File: config.mk
export PLATFORM = sky130hd
export DESIGN_NAME = ldst_mmio
export DESIGN_NICKNAME = d
export VERILOG_FILES = /design/src/rtl/mmio_pkg.sv /design/src/rtl/mmio_timer.sv /design/src/rtl/ldst_mmio.sv
export SDC_FILE = /design/constraint.sdc
export NUM_CORES = 1
export LEC_CHECK = 0
export BUFFER_PORTS_ARGS = -buffer_cell sky130_fd_sc_hd__buf_2
export CORE_UTILIZATION = 45
export CTS_CLUSTER_SIZE = 25
export DETAILED_ROUTE_END_ITERATION = 7
export HOLD_SLACK_MARGIN = 0.15
export MAX_ROUTING_LAYER = met4
export PLACE_DENSITY = 0.72
export SLEW_MARGIN = 40
export SYNTH_ARGS = -nofsm -noshare
export SYNTH_HDL_FRONTEND = slang
export SYNTH_SLANG_ARGS = --single-unit
File: constraint.sdc
create_clock -name clk -period 7.38 [get_ports clk]
set_clock_uncertainty 0.1 [all_clocks]
set_input_delay 0.738 -clock clk [delete_from_list [all_inputs] [get_ports clk]]
set_output_delay 0.738 -clock clk [all_outputs]
set_load 0.005 [all_outputs]
File: src/rtl/mmio_pkg.sv
// Shared definitions for the load/store MMIO splitter: register map,
// timer control bit positions and the word-address decoder.
package mmio_pkg;

   localparam logic [15:0] MMIO_LEDR    = 16'h8000;
   localparam logic [15:0] MMIO_SW      = 16'h8002;
   localparam logic [15:0] MMIO_TCOUNT  = 16'h8004;
   localparam logic [15:0] MMIO_TCTRL   = 16'h8006;
   localparam logic [15:0] MMIO_TSTAT   = 16'h8008;
   localparam logic [15:0] MMIO_TPERIOD = 16'h800A;

   localparam int unsigned CTRL_EN    = 0;
   localparam int unsigned CTRL_AUTO  = 1;
   localparam int unsigned CTRL_IRQEN = 2;

   typedef enum logic [2:0] {
      REG_LEDR,
      REG_SW,
      REG_TCOUNT,
      REG_TCTRL,
      REG_TSTAT,
      REG_TPERIOD,
      REG_NONE
   } mmio_reg_e;

   // Takes the word address (byte address bits 15:1); RAM-side addresses
   // never match because every map entry has bit 15 set.
   function automatic mmio_reg_e mmio_decode(input logic [14:0] word_addr);
      mmio_reg_e sel;
      sel = REG_NONE;
      if      (word_addr == MMIO_LEDR[15:1])    sel = REG_LEDR;
      else if (word_addr == MMIO_SW[15:1])      sel = REG_SW;
      else if (word_addr == MMIO_TCOUNT[15:1])  sel = REG_TCOUNT;
      else if (word_addr == MMIO_TCTRL[15:1])   sel = REG_TCTRL;
      else if (word_addr == MMIO_TSTAT[15:1])   sel = REG_TSTAT;
      else if (word_addr == MMIO_TPERIOD[15:1]) sel = REG_TPERIOD;
      return sel;
   endfunction

endpackage

File: src/rtl/mmio_timer.sv
// Prescaled countdown timer with one-shot / auto-reload modes and a
// sticky expiry flag driving a level interrupt.
module mmio_timer
   import mmio_pkg::*;
#(
   parameter logic [15:0] PRESCALE = 16'd50
) (
   input  logic        clk,
   input  logic        reset,
   input  logic        i_wr_tcount,
   input  logic        i_wr_tctrl,
   input  logic        i_wr_tstat,
   input  logic        i_wr_tperiod,
   input  logic [15:0] i_wdata,
   output logic [15:0] o_tcount,
   output logic [2:0]  o_tctrl,
   output logic        o_flag,
   output logic [15:0] o_tperiod,
   output logic        o_irq
);

   localparam logic [15:0] PRESC_MAX = PRESCALE - 16'd1;

   logic [15:0] r_presc;
   logic [15:0] r_tcount;
   logic [15:0] r_tperiod;
   logic [2:0]  r_ctrl;
   logic        r_flag;

   logic w_en;
   logic w_presc_zero;
   logic w_en_clear;
   logic w_en_rise;
   logic w_tick;
   logic w_expire;

   assign w_en         = r_ctrl[CTRL_EN];
   assign w_presc_zero = (r_presc == '0);
   assign w_en_clear   = i_wr_tctrl & ~i_wdata[CTRL_EN];
   assign w_en_rise    = i_wr_tctrl &  i_wdata[CTRL_EN] & ~w_en;
   // A TCTRL write that clears EN swallows a tick landing on the same edge.
   assign w_tick       = w_en & w_presc_zero & ~w_en_clear;
   assign w_expire     = w_tick & (r_tcount == '0);

   // Prescaler: reload on enable, otherwise count down while enabled.
   always_ff @(posedge clk or negedge reset) begin
      if (!reset)          r_presc <= '0;
      else if (w_en_rise)  r_presc <= PRESC_MAX;
      else if (w_en)       r_presc <= w_presc_zero ? PRESC_MAX : r_presc - 16'd1;
   end

   // Countdown register: CPU write beats any tick-driven update.
   always_ff @(posedge clk or negedge reset) begin
      if (!reset)                             r_tcount <= '0;
      else if (i_wr_tcount)                   r_tcount <= i_wdata;
      else if (w_expire && r_ctrl[CTRL_AUTO]) r_tcount <= r_tperiod;
      else if (w_tick && r_tcount != '0)      r_tcount <= r_tcount - 16'd1;
   end

   // Reload period register.
   always_ff @(posedge clk or negedge reset) begin
      if (!reset)            r_tperiod <= '0;
      else if (i_wr_tperiod) r_tperiod <= i_wdata;
   end

   // Control register; one-shot expiry drops EN.
   always_ff @(posedge clk or negedge reset) begin
      if (!reset)                               r_ctrl <= '0;
      else if (i_wr_tctrl)                      r_ctrl <= i_wdata[2:0];
      else if (w_expire && !r_ctrl[CTRL_AUTO])  r_ctrl[CTRL_EN] <= 1'b0;
   end

   // Expiry flag: a set on the same edge as a clear wins.
   always_ff @(posedge clk or negedge reset) begin
      if (!reset)                        r_flag <= 1'b0;
      else if (w_expire)                 r_flag <= 1'b1;
      else if (i_wr_tstat && i_wdata[0]) r_flag <= 1'b0;
   end

   assign o_tcount  = r_tcount;
   assign o_tctrl   = r_ctrl;
   assign o_flag    = r_flag;
   assign o_tperiod = r_tperiod;
   assign o_irq     = r_flag & r_ctrl[CTRL_IRQEN];

endmodule

File: src/rtl/ldst_mmio.sv
// Data-side splitter: lower half of the address space to RAM, upper half to
// LEDs, synchronized switches and the timer. Read data returns one cycle
// after the request and holds between reads.
module ldst_mmio
   import mmio_pkg::*;
#(
   parameter logic [15:0] PRESCALE = 16'd50,
   parameter int unsigned SW_W     = 10
) (
   input  logic            clk,
   input  logic            reset,
   input  logic [15:0]     i_ldst_addr,
   input  logic            i_ldst_rd,
   input  logic            i_ldst_wr,
   input  logic [15:0]     i_ldst_wrdata,
   output logic [15:0]     o_ldst_rddata,
   output logic [14:0]     o_ram_addr,
   output logic            o_ram_rd,
   output logic            o_ram_wr,
   output logic [15:0]     o_ram_wrdata,
   input  logic [15:0]     i_ram_rddata,
   input  logic [SW_W-1:0] i_sw,
   output logic [SW_W-1:0] o_ledr,
   output logic            o_timer_irq
);

   logic [SW_W-1:0] r_ledr;
   logic [SW_W-1:0] r_sw_meta;
   logic [SW_W-1:0] r_sw_sync;
   logic            r_rd_valid;
   logic            r_rd_mmio;
   logic [15:0]     r_mmio_rdata;
   logic [15:0]     r_rddata_hold;

   logic            w_is_mmio;
   logic            w_mmio_wr;
   mmio_reg_e       w_reg;
   logic [15:0]     w_mmio_rdata;
   logic [15:0]     w_rddata;
   logic [15:0]     w_tcount;
   logic [15:0]     w_tperiod;
   logic [2:0]      w_tctrl;
   logic            w_flag;
   logic            w_unused;

   assign w_is_mmio = i_ldst_addr[15];
   assign w_mmio_wr = i_ldst_wr & w_is_mmio;
   assign w_reg     = mmio_decode(i_ldst_addr[15:1]);
   assign w_unused  = i_ldst_addr[0];

   assign o_ram_addr   = {1'b0, i_ldst_addr[14:1]};
   assign o_ram_rd     = i_ldst_rd & ~w_is_mmio;
   assign o_ram_wr     = i_ldst_wr & ~w_is_mmio;
   assign o_ram_wrdata = i_ldst_wrdata;

   mmio_timer #(
      .PRESCALE (PRESCALE)
   ) u_timer (
      .clk          (clk),
      .reset        (reset),
      .i_wr_tcount  (w_mmio_wr && w_reg == REG_TCOUNT),
      .i_wr_tctrl   (w_mmio_wr && w_reg == REG_TCTRL),
      .i_wr_tstat   (w_mmio_wr && w_reg == REG_TSTAT),
      .i_wr_tperiod (w_mmio_wr && w_reg == REG_TPERIOD),
      .i_wdata      (i_ldst_wrdata),
      .o_tcount     (w_tcount),
      .o_tctrl      (w_tctrl),
      .o_flag       (w_flag),
      .o_tperiod    (w_tperiod),
      .o_irq        (o_timer_irq)
   );

   // LED register.
   always_ff @(posedge clk or negedge reset) begin
      if (!reset)                              r_ledr <= '0;
      else if (w_mmio_wr && w_reg == REG_LEDR) r_ledr <= i_ldst_wrdata[SW_W-1:0];
   end

   // Two-flop switch synchronizer.
   always_ff @(posedge clk or negedge reset) begin
      if (!reset) begin
         r_sw_meta <= '0;
         r_sw_sync <= '0;
      end else begin
         r_sw_meta <= i_sw;
         r_sw_sync <= r_sw_meta;
      end
   end

   // MMIO read mux, zero-extended; sampled before any same-edge write lands.
   always_comb begin
      w_mmio_rdata = '0;
      case (w_reg)
         REG_LEDR:    w_mmio_rdata[SW_W-1:0] = r_ledr;
         REG_SW:      w_mmio_rdata[SW_W-1:0] = r_sw_sync;
         REG_TCOUNT:  w_mmio_rdata           = w_tcount;
         REG_TCTRL:   w_mmio_rdata[2:0]      = w_tctrl;
         REG_TSTAT:   w_mmio_rdata[0]        = w_flag;
         REG_TPERIOD: w_mmio_rdata           = w_tperiod;
         default:     w_mmio_rdata           = '0;
      endcase
   end

   // Read-return registers: source select and MMIO value captured at request.
   always_ff @(posedge clk or negedge reset) begin
      if (!reset) begin
         r_rd_valid   <= 1'b0;
         r_rd_mmio    <= 1'b0;
         r_mmio_rdata <= '0;
      end else begin
         r_rd_valid <= i_ldst_rd;
         if (i_ldst_rd) begin
            r_rd_mmio    <= w_is_mmio;
            r_mmio_rdata <= w_mmio_rdata;
         end
      end
   end

   // RAM data is only valid in the return cycle, so keep a copy for holding.
   always_ff @(posedge clk or negedge reset) begin
      if (!reset)          r_rddata_hold <= '0;
      else if (r_rd_valid) r_rddata_hold <= w_rddata;
   end

   assign w_rddata      = r_rd_valid ? (r_rd_mmio ? r_mmio_rdata : i_ram_rddata)
                                     : r_rddata_hold;
   assign o_ldst_rddata = w_rddata;
   assign o_ledr        = r_ledr;

endmodule

# Yosys cells after proc, flatten, opt, wreduce, memory -nomap -nowiden
# Cells that the tools add are included.
totals:
  in_bits: 62
  word_cells: 80
  reg_bits: 116
  output_inout_bits: 60
op_classes:
  n_addsub: 2
  n_eq_ne: 11
  n_mux: 22
  reduce_logical: 18
  n_bitwise: 14
ops:
  columns: ["op", "n"]
  rows:
  - ["2-to-1 mux 16 bit", 8]
  - ["== test 15 bit (second input constant)", 6]
  - ["logical NOT 16 bit", 2]
  - ["subtractor 16 x 1 -> 16 bit (second input constant)", 2]
  - ["one-hot mux 7 bit (4 select lines)", 1]
  - ["nonzero test 16 bit", 1]
  - ["2-to-1 mux 3 bit", 4]
  - ["one-hot mux 6 bit (2 select lines)", 1]
  - ["bitwise AND 1 bit", 10]
  - ["one-hot mux 2 bit (5 select lines)", 1]
  - ["logical AND 1 bit", 9]
  - ["== test 3 x 2 -> 1 bit (second input constant)", 2]
  - ["== test 3 bit (second input constant)", 2]
  - ["one-hot mux 1 bit (6 select lines)", 1]
  - ["nonzero test 2 bit", 3]
  - ["2-to-1 mux 1 bit", 4]
  - ["2-to-1 mux 2 bit", 2]
  - ["NOT 1 bit", 4]
  - ["== test 3 x 1 -> 1 bit (second input constant)", 1]
  - ["logical NOT 3 bit", 1]
  - ["nonzero test 3 bit", 1]
  - ["logical NOT 1 bit", 1]

# Depth between registers and ports, before layout
# Gate-level depths: netlist of the first run.
depth:
  depth_word: 16
  depth_mapped: 9
  depth_no_buf: 8

# Hierarchy
# Synthesis of the first run repeated with hierarchy kept, for this count alone.
hier_totals:
  cells_unflattened: 592
  area_unflattened_um2: 6063.3
modules_own_cells:
  columns: ["mod", "n_inst", "area_per_inst_um2", "cells_per_inst"]
  rows:
  - ["ldst_mmio", 1, 3136.8, 279]
  - ["mmio_timer", 1, 2926.6, 313]

# Worst setup path before layout of the first run
# No wires, ideal clock.
synth_timing:
  path_kind: "input to register"
  start: "input port i_ldst_addr[10]"
  end: "register u_timer.r_presc[11]"
  setup_slack_ns: 4.869
  path_stages: 7
  path_buffers: 1
  setup_time_ns: 0.133
  t_required_ns: 7.147
  arrival_ns: 2.279
  cell_sequence: "nor4_2 > nand4_2 > nor3_2 > a21oi_1 > clkbuf_1 > o21ai_0 > o31ai_1"
synth_between:
  elab_chain_len: 12
  elab_cells_between_ends: 18
  classes_between: "eq/ne (7); mux (7); bitwise (2); reduce/logical (2)"
synth_rtl:
  columns: ["element", "line_no", "source"]
  rows:
  - ["from (decl)", "ldst_mmio.sv:12", "input logic [15:0] i_ldst_addr,"]
  - ["== test 15 bit", "mmio_pkg.sv:36", "else if (word_addr == MMIO_TPERIOD[15:1]) sel = REG_TPERIOD;"]
  - ["2-to-1 mux 2 bit", "mmio_pkg.sv:36", null]
  - ["2-to-1 mux 2 bit", "mmio_pkg.sv:35", "else if (word_addr == MMIO_TSTAT[15:1]) sel = REG_TSTAT;"]
  - ["2-to-1 mux 3 bit", "mmio_pkg.sv:34", "else if (word_addr == MMIO_TCTRL[15:1]) sel = REG_TCTRL;"]
  - ["2-to-1 mux 3 bit", "mmio_pkg.sv:33", "else if (word_addr == MMIO_TCOUNT[15:1]) sel = REG_TCOUNT;"]
  - ["2-to-1 mux 3 bit", "mmio_pkg.sv:32", "else if (word_addr == MMIO_SW[15:1]) sel = REG_SW;"]
  - ["2-to-1 mux 3 bit *", "mmio_pkg.sv:31", "if (word_addr == MMIO_LEDR[15:1]) sel = REG_LEDR;"]
  - ["== test 3 x 2 -> 1 bit *", "ldst_mmio.sv:62", ".i_wr_tctrl (w_mmio_wr && w_reg == REG_TCTRL),"]
  - ["logical AND 1 bit *", "ldst_mmio.sv:62", null]
  - ["bitwise AND 1 bit * (2 in a row)", "mmio_timer.sv:40", "assign w_en_rise = i_wr_tctrl & i_wdata[CTRL_EN] & ~w_en;"]
  - ["2-to-1 mux 16 bit / nonzero test 2 bit (equally long branches)", null, null]
  - ["to (signal assigned)", "mmio_timer.sv:49", "else if (w_en) r_presc <= w_presc_zero ? PRESC_MAX : r_presc - 16'd1;"]
  - ["to (decl)", "mmio_timer.sv:24", "logic [15:0] r_presc;"]
# Mark *: on every way between the ends. The rest lies on a longest branch, timed or not.
# A chain may end at the register's enable or synchronous reset.

# Worst setup path in the final report of the first run
layout_timing:
  start: "input port i_ldst_addr[10]"
  end: "register u_timer.r_tcount[10], in the netlist u_timer.o_tcount[10]"
layout_between:
  elab_chain_len: 16
  elab_cells_between_ends: 25
  classes_between: "eq/ne (8); mux (8); bitwise (4); reduce/logical (5)"
layout_rtl:
  columns: ["element", "line_no", "source"]
  rows:
  - ["== test 15 bit", "mmio_pkg.sv:36", null]
  - ["2-to-1 mux 2 bit", "mmio_pkg.sv:36", null]
  - ["2-to-1 mux 2 bit", "mmio_pkg.sv:35", null]
  - ["2-to-1 mux 3 bit", "mmio_pkg.sv:34", null]
  - ["2-to-1 mux 3 bit", "mmio_pkg.sv:33", null]
  - ["2-to-1 mux 3 bit", "mmio_pkg.sv:32", null]
  - ["2-to-1 mux 3 bit *", "mmio_pkg.sv:31", null]
  - ["== test 3 x 2 -> 1 bit", "ldst_mmio.sv:62", null]
  - ["logical AND 1 bit", "ldst_mmio.sv:62", null]
  - ["bitwise AND 1 bit", "mmio_timer.sv:39", "assign w_en_clear = i_wr_tctrl & ~i_wdata[CTRL_EN];"]
  - ["NOT 1 bit", "mmio_timer.sv:42", "assign w_tick = w_en & w_presc_zero & ~w_en_clear;"]
  - ["bitwise AND 1 bit", "mmio_timer.sv:42", null]
  - ["bitwise AND 1 bit", "mmio_timer.sv:43", "assign w_expire = w_tick & (r_tcount == '0);"]
  - ["logical AND 1 bit", "mmio_timer.sv:56", "else if (w_expire && r_ctrl[CTRL_AUTO]) r_tcount <= r_tperiod;"]
  - ["2-to-1 mux 16 bit", "mmio_timer.sv:56", null]
  - ["2-to-1 mux 16 bit", "mmio_timer.sv:55", "else if (i_wr_tcount) r_tcount <= i_wdata;"]
  - ["to (signal assigned)", "mmio_timer.sv:55", null]
  - ["to (signal assigned)", "mmio_timer.sv:56", null]
  - ["to (signal assigned)", "mmio_timer.sv:57", "else if (w_tick && r_tcount != '0) r_tcount <= r_tcount - 16'd1;"]
  - ["to (decl)", "mmio_timer.sv:25", "logic [15:0] r_tcount;"]
# Marks and branches as above.

==> summary by stage, run 1 <==
Timing
The number of pins exceeding their max-slew limit in the final report came to 0. Setup repair after global routing left no endpoint under its margin. The final setup TNS is 0 ns. Derived from the worst setup path, the maximum achievable clock frequency is 340.7 MHz. Setup slack closes at 4.445 ns.

At the pin with the least slew margin, the transition time is 0.8142 ns. Setup violations remaining at the end of the flow were counted as 0. Headroom to the max-slew limit came out at 45.42%. The minimum period implied by the final worst setup slack is 2.935 ns.

Of the available clock period, the critical path in the final layout requires 39.77%. The number of endpoints with negative hold slack in the final report is 0.

Pwr
The power per cell area is 229.2 nW/um^2. The share of power burned in registers is 41.0%. After layout, the design draws a total of 1.629 mW. Net switching is 22.86% of the power. Combinational cells account for 6.2% of the total power. The peak ir drop on the vdd network is 0.1427 mV. The internal power of the cells totals 1.257 mW. The standby leakage power is 3.216 nW. The power share of the clock group is 52.7%. For this design the total switching power over the nets is 0.3723 mW.

Drt
Using the TritonRoute via totals, the vias-per-cell ratio works out to 5.719. The initial detailed-routing violation count is 414. The first detailed-routing pass took 6 iterations. The remaining number of nets flagged by the antenna check after routing is 0. The final routed DRC violation total is 0.

The mean routed wirelength per cell is 17.42 um. After detailed routing, the total wire length is 15.07 mm. The routed via count is 4,947.

CTS
The number of H-tree branching levels is 4. The hold buffer count at cts is 0. The number of sinks handled by clock tree synthesis is 116.

No sink is reached through more buffers than the 2 on the longest clock path. The root buffer cell chosen for the clock tree is clkbuf_16. Gates resized during post-CTS repair numbered 0. TritonCTS built the clock tree. In this run, CTS created clock tree buffers numbering 17.

The post-CTS setup-driven buffer insertion count is 0. After clock tree synthesis, the clock-pin slew on the worst setup and hold paths is 0.05 ns. The later pin in the worst-skew pair is clocked with a latency of 0.42 ns.

Yosys
Dividing the synthesized area by the synthesized cell count gives 10.01 sq um. The number of enable flip-flop cells after synthesis is 0. After synthesis the cells add up to 5968 sq um.

The count of unique library cells instantiated by Yosys is 62. Ranked by total cell area, the synthesized netlist is headed by dfrtp_1, a21oi_1, mux2_2. The flip-flop cell with the highest count after synthesis is dfrtp_1. The share of synthesized area in the top cell type comes to 48.64%. Synthesis produced a netlist whose cell count is 596.

The most area-hungry cell type in the Yosys netlist is dfrtp_1. The count of state elements after synthesis is 116. The number of nets in the synthesized netlist is 661. For this run, the register share of the synthesized area comes to 48.64%.

During synthesis, Yosys emitted a total of 0 warnings. In the synthesized netlist the async set-or-reset flop fraction comes to 100.0%.

Global routing
Global routing used 24.33% of the available tracks across all layers. The initial antenna violation count is 0. The first global-routing pass estimated 23.96 mm of wire. The number of global-route vias before repair is 4,690. Entering global routing, the biggest net connects 72 pins.

The total overflow left after global routing is 0.

Floorplanning
The die covers 13,730 sq um. The core footprint is 12,770 sq um. The die outline height is 117.2 um. Measured along the x axis, the die boundary spans 117.2 um. The initialized floorplan defines 41 standard-cell rows. The number of top-level pins is 122.

The initial utilization of the core area, before any placement, comes to 46.72%.

Worst setup path
The endpoint required time on the critical path is 7.57 ns. The worst register-to-register path has a depth of 8. The worst reg2reg path startpoint is u_timer.o_tcount[0]. The kind of critical path is input port to register. Data arrives at the worst endpoint at 3.12 ns. The setup check on the worst reg-to-reg path leaves a slack of 4.52 ns.

The worst register-to-register path ends at u_timer.o_tcount[3]. The largest fanout of any net on the critical path is 8. The kind of start point of the critical path is an input port.

The endpoint class of the critical path is a register.

Place
The placer congestion estimate is 0.9328. The setup slack at placement is 4.067 ns. The count of buffers added on input and output ports is 119. The estimated wirelength of the detail-placed design is 10.49 mm.

Job
Across the run, the number of max-cap violations was 0.

Finish
The net total in the final layout is 745. The final standard cell utilization of the core is 55.65%. The diode insertion count for antenna repair is 0. Compared with the post-synthesis result, the final layout area differs by 19.10%. The fraction of layout instances using a drive strength above 1 is 30.16%.

Run status
The flow ran to the end, and the final reports show no timing, DRC or antenna violations.

Hold path
The class of the tightest hold or removal check is input port to async pin.
==> worst max-delay path by stage <==
stage,startpoint,endpoint,cells past startpoint
finish,i_ldst_addr[10],u_timer.o_tcount[10],7
global route,i_ldst_addr[6],u_timer.o_tcount[10],7
CTS,i_ldst_addr[10],u_timer.o_tcount[10],7
detailed placement,i_ldst_addr[10],u_timer.o_tcount[10],7
global placement,i_ldst_addr[10],r_mmio_rdata[3],6
floorplan,i_ldst_addr[10],u_timer.r_presc[11],7
==> worst max-delay path: stages <==
cell	delay (ns)
buf_2	0.11
nor4_2	0.58
nand4_2	0.39
nor3_2	0.72
mux2_2	0.41
o21ai_0	0.07
o41ai_1	0.10
==> power by group through the flow <==
stage | Clock (mW) | Combinational (mW) | Sequential [mW]
5_1_grt | 0.902 | 0.115 | 0.671
4_1_cts | 0.871 | 0.104 | 0.669
3_3_place_gp | 0 | 0.100 | 0.679
6_report | 0.859 | 0.102 | 0.669
3_5_place_dp | 0 | 0.103 | 0.679
2_1_floorplan | 0 | 0.0599 | 0.672
==> Yosys cell counts, types with 3 or more instances <==
cell type / count
buf_2: 4
nor3b_1: 8
nor4_2: 3
o21ai_0: 36
nand4_1: 4
dfrtp_1: 116
and3_1: 3
inv_1: 16
clkbuf_1: 21
o22ai_1: 3
nor3_1: 17
nand2_1: 22
buf_4: 31
o21ai_1: 6
nor2_1: 57
and2_1: 5
mux2_2: 30
nor2b_1: 11
nor4_1: 5
or4_1: 4
a222oi_1: 7
o41ai_1: 4
a22o_1: 3
a21oi_1: 68
o31ai_1: 15
xor2_1: 5
a22oi_1: 8
ha_1: 3
buf_1: 4
mux2i_1: 22
a21o_1: 4
nand3_1: 12
==> routing by layer <==
metal | up-vias | track usage (%) | part of all wire, %
li1 | 2323 | - | -
met1 | 2399 | 30.50 | 43
met2 | 192 | 37.49 | 49
met3 | 33 | 6.334 | 5.6
met4 | 0 | 9.958 | 2.5
met5 | - | - | 0
==> final cells by class <==
type	count	area, sq um
Multi-Input combinational cell	403	2655
Clock buffer	21	470.5
Clock inverter	11	151.4
Inverter	16	60.06
Sequential cell	116	2904
Tap cell	172	215.2
Timing Repair Buffer	126	651.9
Fill cell	1135	5665
==> cells in the final DEF, fill, tap and decap left out, types with 6 or more instances in the layout <==
master / n
a222oi_1: 7
nor2_1: 56
buf_2: 119
o21ai_1: 6
a21oi_1: 68
o21ai_0: 36
dfrtp_1: 115
mux2_2: 30
a22oi_1: 8
inv_1: 16
nand2_1: 22
clkbuf_16: 17
mux2i_1: 22
o31ai_1: 15
nor3b_1: 8
nor3_1: 16
nand3_1: 12
nor2b_1: 11
buf_4: 6
==> flip-flops by register name, summed over array words and instances (netlist names) <==
register / flops
o_ledr: 10
r_mmio_rdata: 16
r_rd_mmio: 1
r_rd_valid: 1
r_rddata_hold: 16
r_sw_meta: 10
r_sw_sync: 10
u_timer.o_flag: 1
u_timer.o_tcount: 16
u_timer.o_tctrl: 3
u_timer.o_tperiod: 16
u_timer.r_presc: 16
==> cells by family (layout without fill, tap and decap cells) <==
kind of cell	after synthesis	in the layout	share of synthesized area, %
DFF	116	116	48.64
adders and majority gates	3	3	0.6290
other	1	1	0.06283
AOI/OAI and AO/OA	166	166	16.88
muxes	53	53	9.602
and+or+nand+nor	173	173	16.16
buffers and inverters	77	174	7.002
xor gates and xnor gates	7	7	1.027
==> metrics by stage <==
| step | hold WS (ns) | std cells | cell area, sq um |
|---|---|---|---|
| after global placement | 0.2321 | 831 | 6461 |
| after detailed placement | 0.2347 | 833 | 6485 |
| after CTS | 0.2204 | 865 | 7107 |
| after global routing | 0.2528 | 865 | 7108 |
| final | 0.2186 | 865 | 7108 |
| after floorplan | 0.2312 | 596 | 5968 |
No activity file was read; power rests on OpenSTA's default activity.
==> run 2: changes to the inputs <==
--- a/config.mk
+++ b/config.mk
@@ -11,7 +11,7 @@
 export DETAILED_ROUTE_END_ITERATION = 7
 export HOLD_SLACK_MARGIN = 0.15
 export MAX_ROUTING_LAYER = met4
-export PLACE_DENSITY = 0.72
+export PLACE_DENSITY = 0.74
 export SLEW_MARGIN = 40
 export SYNTH_ARGS = -nofsm -noshare
 export SYNTH_HDL_FRONTEND = slang
==> constraint.sdc (replaced) <==
create_clock -name clk -period 2.5 [get_ports clk]
set_clock_uncertainty 0.1 [all_clocks]
set_input_delay 0.25 -clock clk [delete_from_list [all_inputs] [get_ports clk]]
set_output_delay 0.25 -clock clk [all_outputs]
set_load 0.005 [all_outputs]
==> summary by stage, run 2 (same netlist as run 1, synthesis figures left out) <==
Worst setup path
The dominant delay contributor by cell family on the critical path is simple AND/OR/NAND/NOR gates. Of all nets on the critical path, the largest fanout is 7. Data on the critical path arrives at its endpoint at 2.61 ns. The worst setup path is of the input port to register kind. STA classifies the critical path startpoint as an input port.

The endpoint class of the critical path is a register. The critical path goes through dlygate4sd3_1, buf_2, buf_4, and4bb_2, nand4_1, a211oi_1, or3_4, nor4_2, mux2i_1. The highest cell delay on the worst timing path is 0.55 ns. The endpoint required time on the critical path is 2.73 ns. The buffers plus inverters on the worst setup path is 3. For this design, the slowest cell found on the critical path is dlygate4sd3_1.

Timing
The number of endpoints with negative hold slack in the final report is 0. After layout, the minimum clock period comes to 2.377 ns. The slew at the pin with the worst max-slew slack is 0.7113 ns.

Setup violations remaining at the end of the flow were counted as 0. The headroom to the max-slew limit is 52.14%. Setup repair after global routing left no endpoint under its margin. After layout, the worst path uses 95.09% of the clock period. The final setup TNS is 0 ns. Derived from the worst setup path, the maximum achievable clock frequency is 420.6 MHz. The number of pins exceeding their max-slew limit in the final report came to 0.

Finish
The multi-input logic area is 2719 sq um. Leaving out fill and tap cells, the most frequent cell in the layout is buf_2. The top cell types in the final layout, fill and taps aside, are buf_2, dfrtp_1, a21oi_1, nor2_1, buf_4. The fraction of layout instances using a drive strength above 1 is 33.55%.

The number of standard cells in the layout, taps in and fillers out is 956. The layout has 992 filler cells. The diode insertion count for antenna repair is 0.

The combined flip-flop and latch cell area is 2903 sq um. Measured on the finished design, the core utilization comes to 62.11%. The signed area change from the synthesized netlist to the final layout is 32.94%. The net total in the final layout is 836.

Place
Summed over all nets, the half-perimeter wirelength after detailed placement is 11.43 mm. Port buffering added 119 buffers. The placer congestion estimate is 0.9191.

The number of cells in the design after placement is 875.

Drt
The total length of routed wires is 16.40 mm. The initial detailed-routing violation count is 495. The routed layout has 5,368 vias. In the final routed layout, each cell accounts on average for 17.15 um. In this run the remaining antenna-violating nets after routing total 0.

The number of optimization iterations in the first detailed-route pass is 8. The final routed DRC violation total is 0. In the routed layout, each cell is associated on average with a via count of 5.615.

Floorplanning
Measured along the x axis, the die boundary spans 117.2 um. 122 I/O pins were placed. The die footprint is 13,730 sq um. From bottom edge to top edge, the die measures 117.2 um. The initial core utilization is 46.72%. The initialized floorplan defines 41 standard-cell rows. The core footprint is 12,770 sq um.

Pwr
IR analysis of the VDD net gives a maximum drop of 0.3464 mV. Power spread over the standard cell area amounts to 592.9 nW/um^2. The analysis attributes to cell leakage a power of 3.628 nW. Total power for the finished layout comes to 4.704 mW.

Global routing
The maximum number of pins on one net before global-route repair is 45. The number of global-route vias before repair is 4,988. The first global-routing pass estimated 25.27 mm of wire. Global routing used 25.92% of the available tracks. For this run the aggregate overflow at the end of global routing stands at 0. The initial antenna violation count was 0.

CTS
The clock transition at the register clock pins on the worst setup and hold paths after CTS is 0.05 ns. Clock tree synthesis inserted a total of 17 buffers. The cell at the root of the clock tree is clkbuf_16.

The clock latency at the later pin of the worst-skew pair is 0.42 ns. The number of sinks handled by clock tree synthesis is 116. TritonCTS built the clock tree. The maximum count of clock buffers along a single path is 2. The number of H-tree branching levels is 4.

Run status
The run finished with clean final reports.

Hold path
The class of the tightest hold or removal check is input port to async pin.

Job
Across the run, the number of max-cap violations was 0.
[run 2: cell types whose count changed in the layout (fill, tap and decap cells not counted), sizes merged]
cell	delta
clkbuf	-1
buf	+46
clkinv	+1
bufinv	-1
inv	+1
dlygate4sd3	+45
[run 2: layer usage]
layer,track usage [%],part of all wire [%],vias to the layer above,wire length (um)
li1,-,-,2488,-
met1,32.31,42,2599,6826
met2,40.90,49,244,8056
met3,5.458,6.5,37,1068
met4,11.14,2.7,0,444
met5,-,0,-,0
[run 2: metrics by stage]
step	instance area (sq um)	worst slack [ns]	hold WS (ns)
2_1_floorplan	5968	0.08414	-0.1456
3_3_place_gp	6804	0.04796	0.07806
3_5_place_dp	6804	-0.04250	0.08130
4_1_cts	7853	0.02768	0.1802
5_1_grt	7934	0.005729	0.2042
6_report	7934	0.1227	0.1778
[run 2: power by group]
part	switching, mW	total (mW)	internal (mW)
clock network	0.859	2.35	1.49
logic	0.212	0.398	0.186
registers	0.0229	1.96	1.94
total	1.09	4.70	3.61
[run 2: final timing paths]
check | slack (ns) | cells past startpoint | from | endpoint
worst max register to register | 0.14 | 7 | u_timer.o_tcount[8] | u_timer.o_tcount[2]
min in group clk | 0.23 | 4 | i_ldst_addr[4] | r_mmio_rdata[1]
max in group asynchronous | 1.40 | 3 | reset | u_timer.o_tcount[3]
worst max-delay path | 0.12 | 9 | i_ldst_addr[15] | u_timer.o_tcount[8]
worst min register to register | 0.25 | 0 | r_sw_meta[2] | r_sw_sync[2]
worst min-delay path | 0.18 | 2 | reset | o_ledr[9]
[run 2: repair_timing]
item                                   4_1_cts  5_1_grt
setup endpoints to repair                    1       18
buffers inserted                             0        4
hold buffers                                45        0
resized for setup                            3       10
endpoints found under the hold margin      186        0
pin swaps                                    0        2
[run 2: cell type report]
cell class / instances / share of cell area [%]
clock inverters: 12 / 1.656
flip-flops and latches: 116 / 36.59
clock buffers: 20 / 5.630
well taps: 172 / 2.713
multi-input cells: 403 / 34.27
inverters: 16 / 0.7570
repair buffers: 217 / 18.39
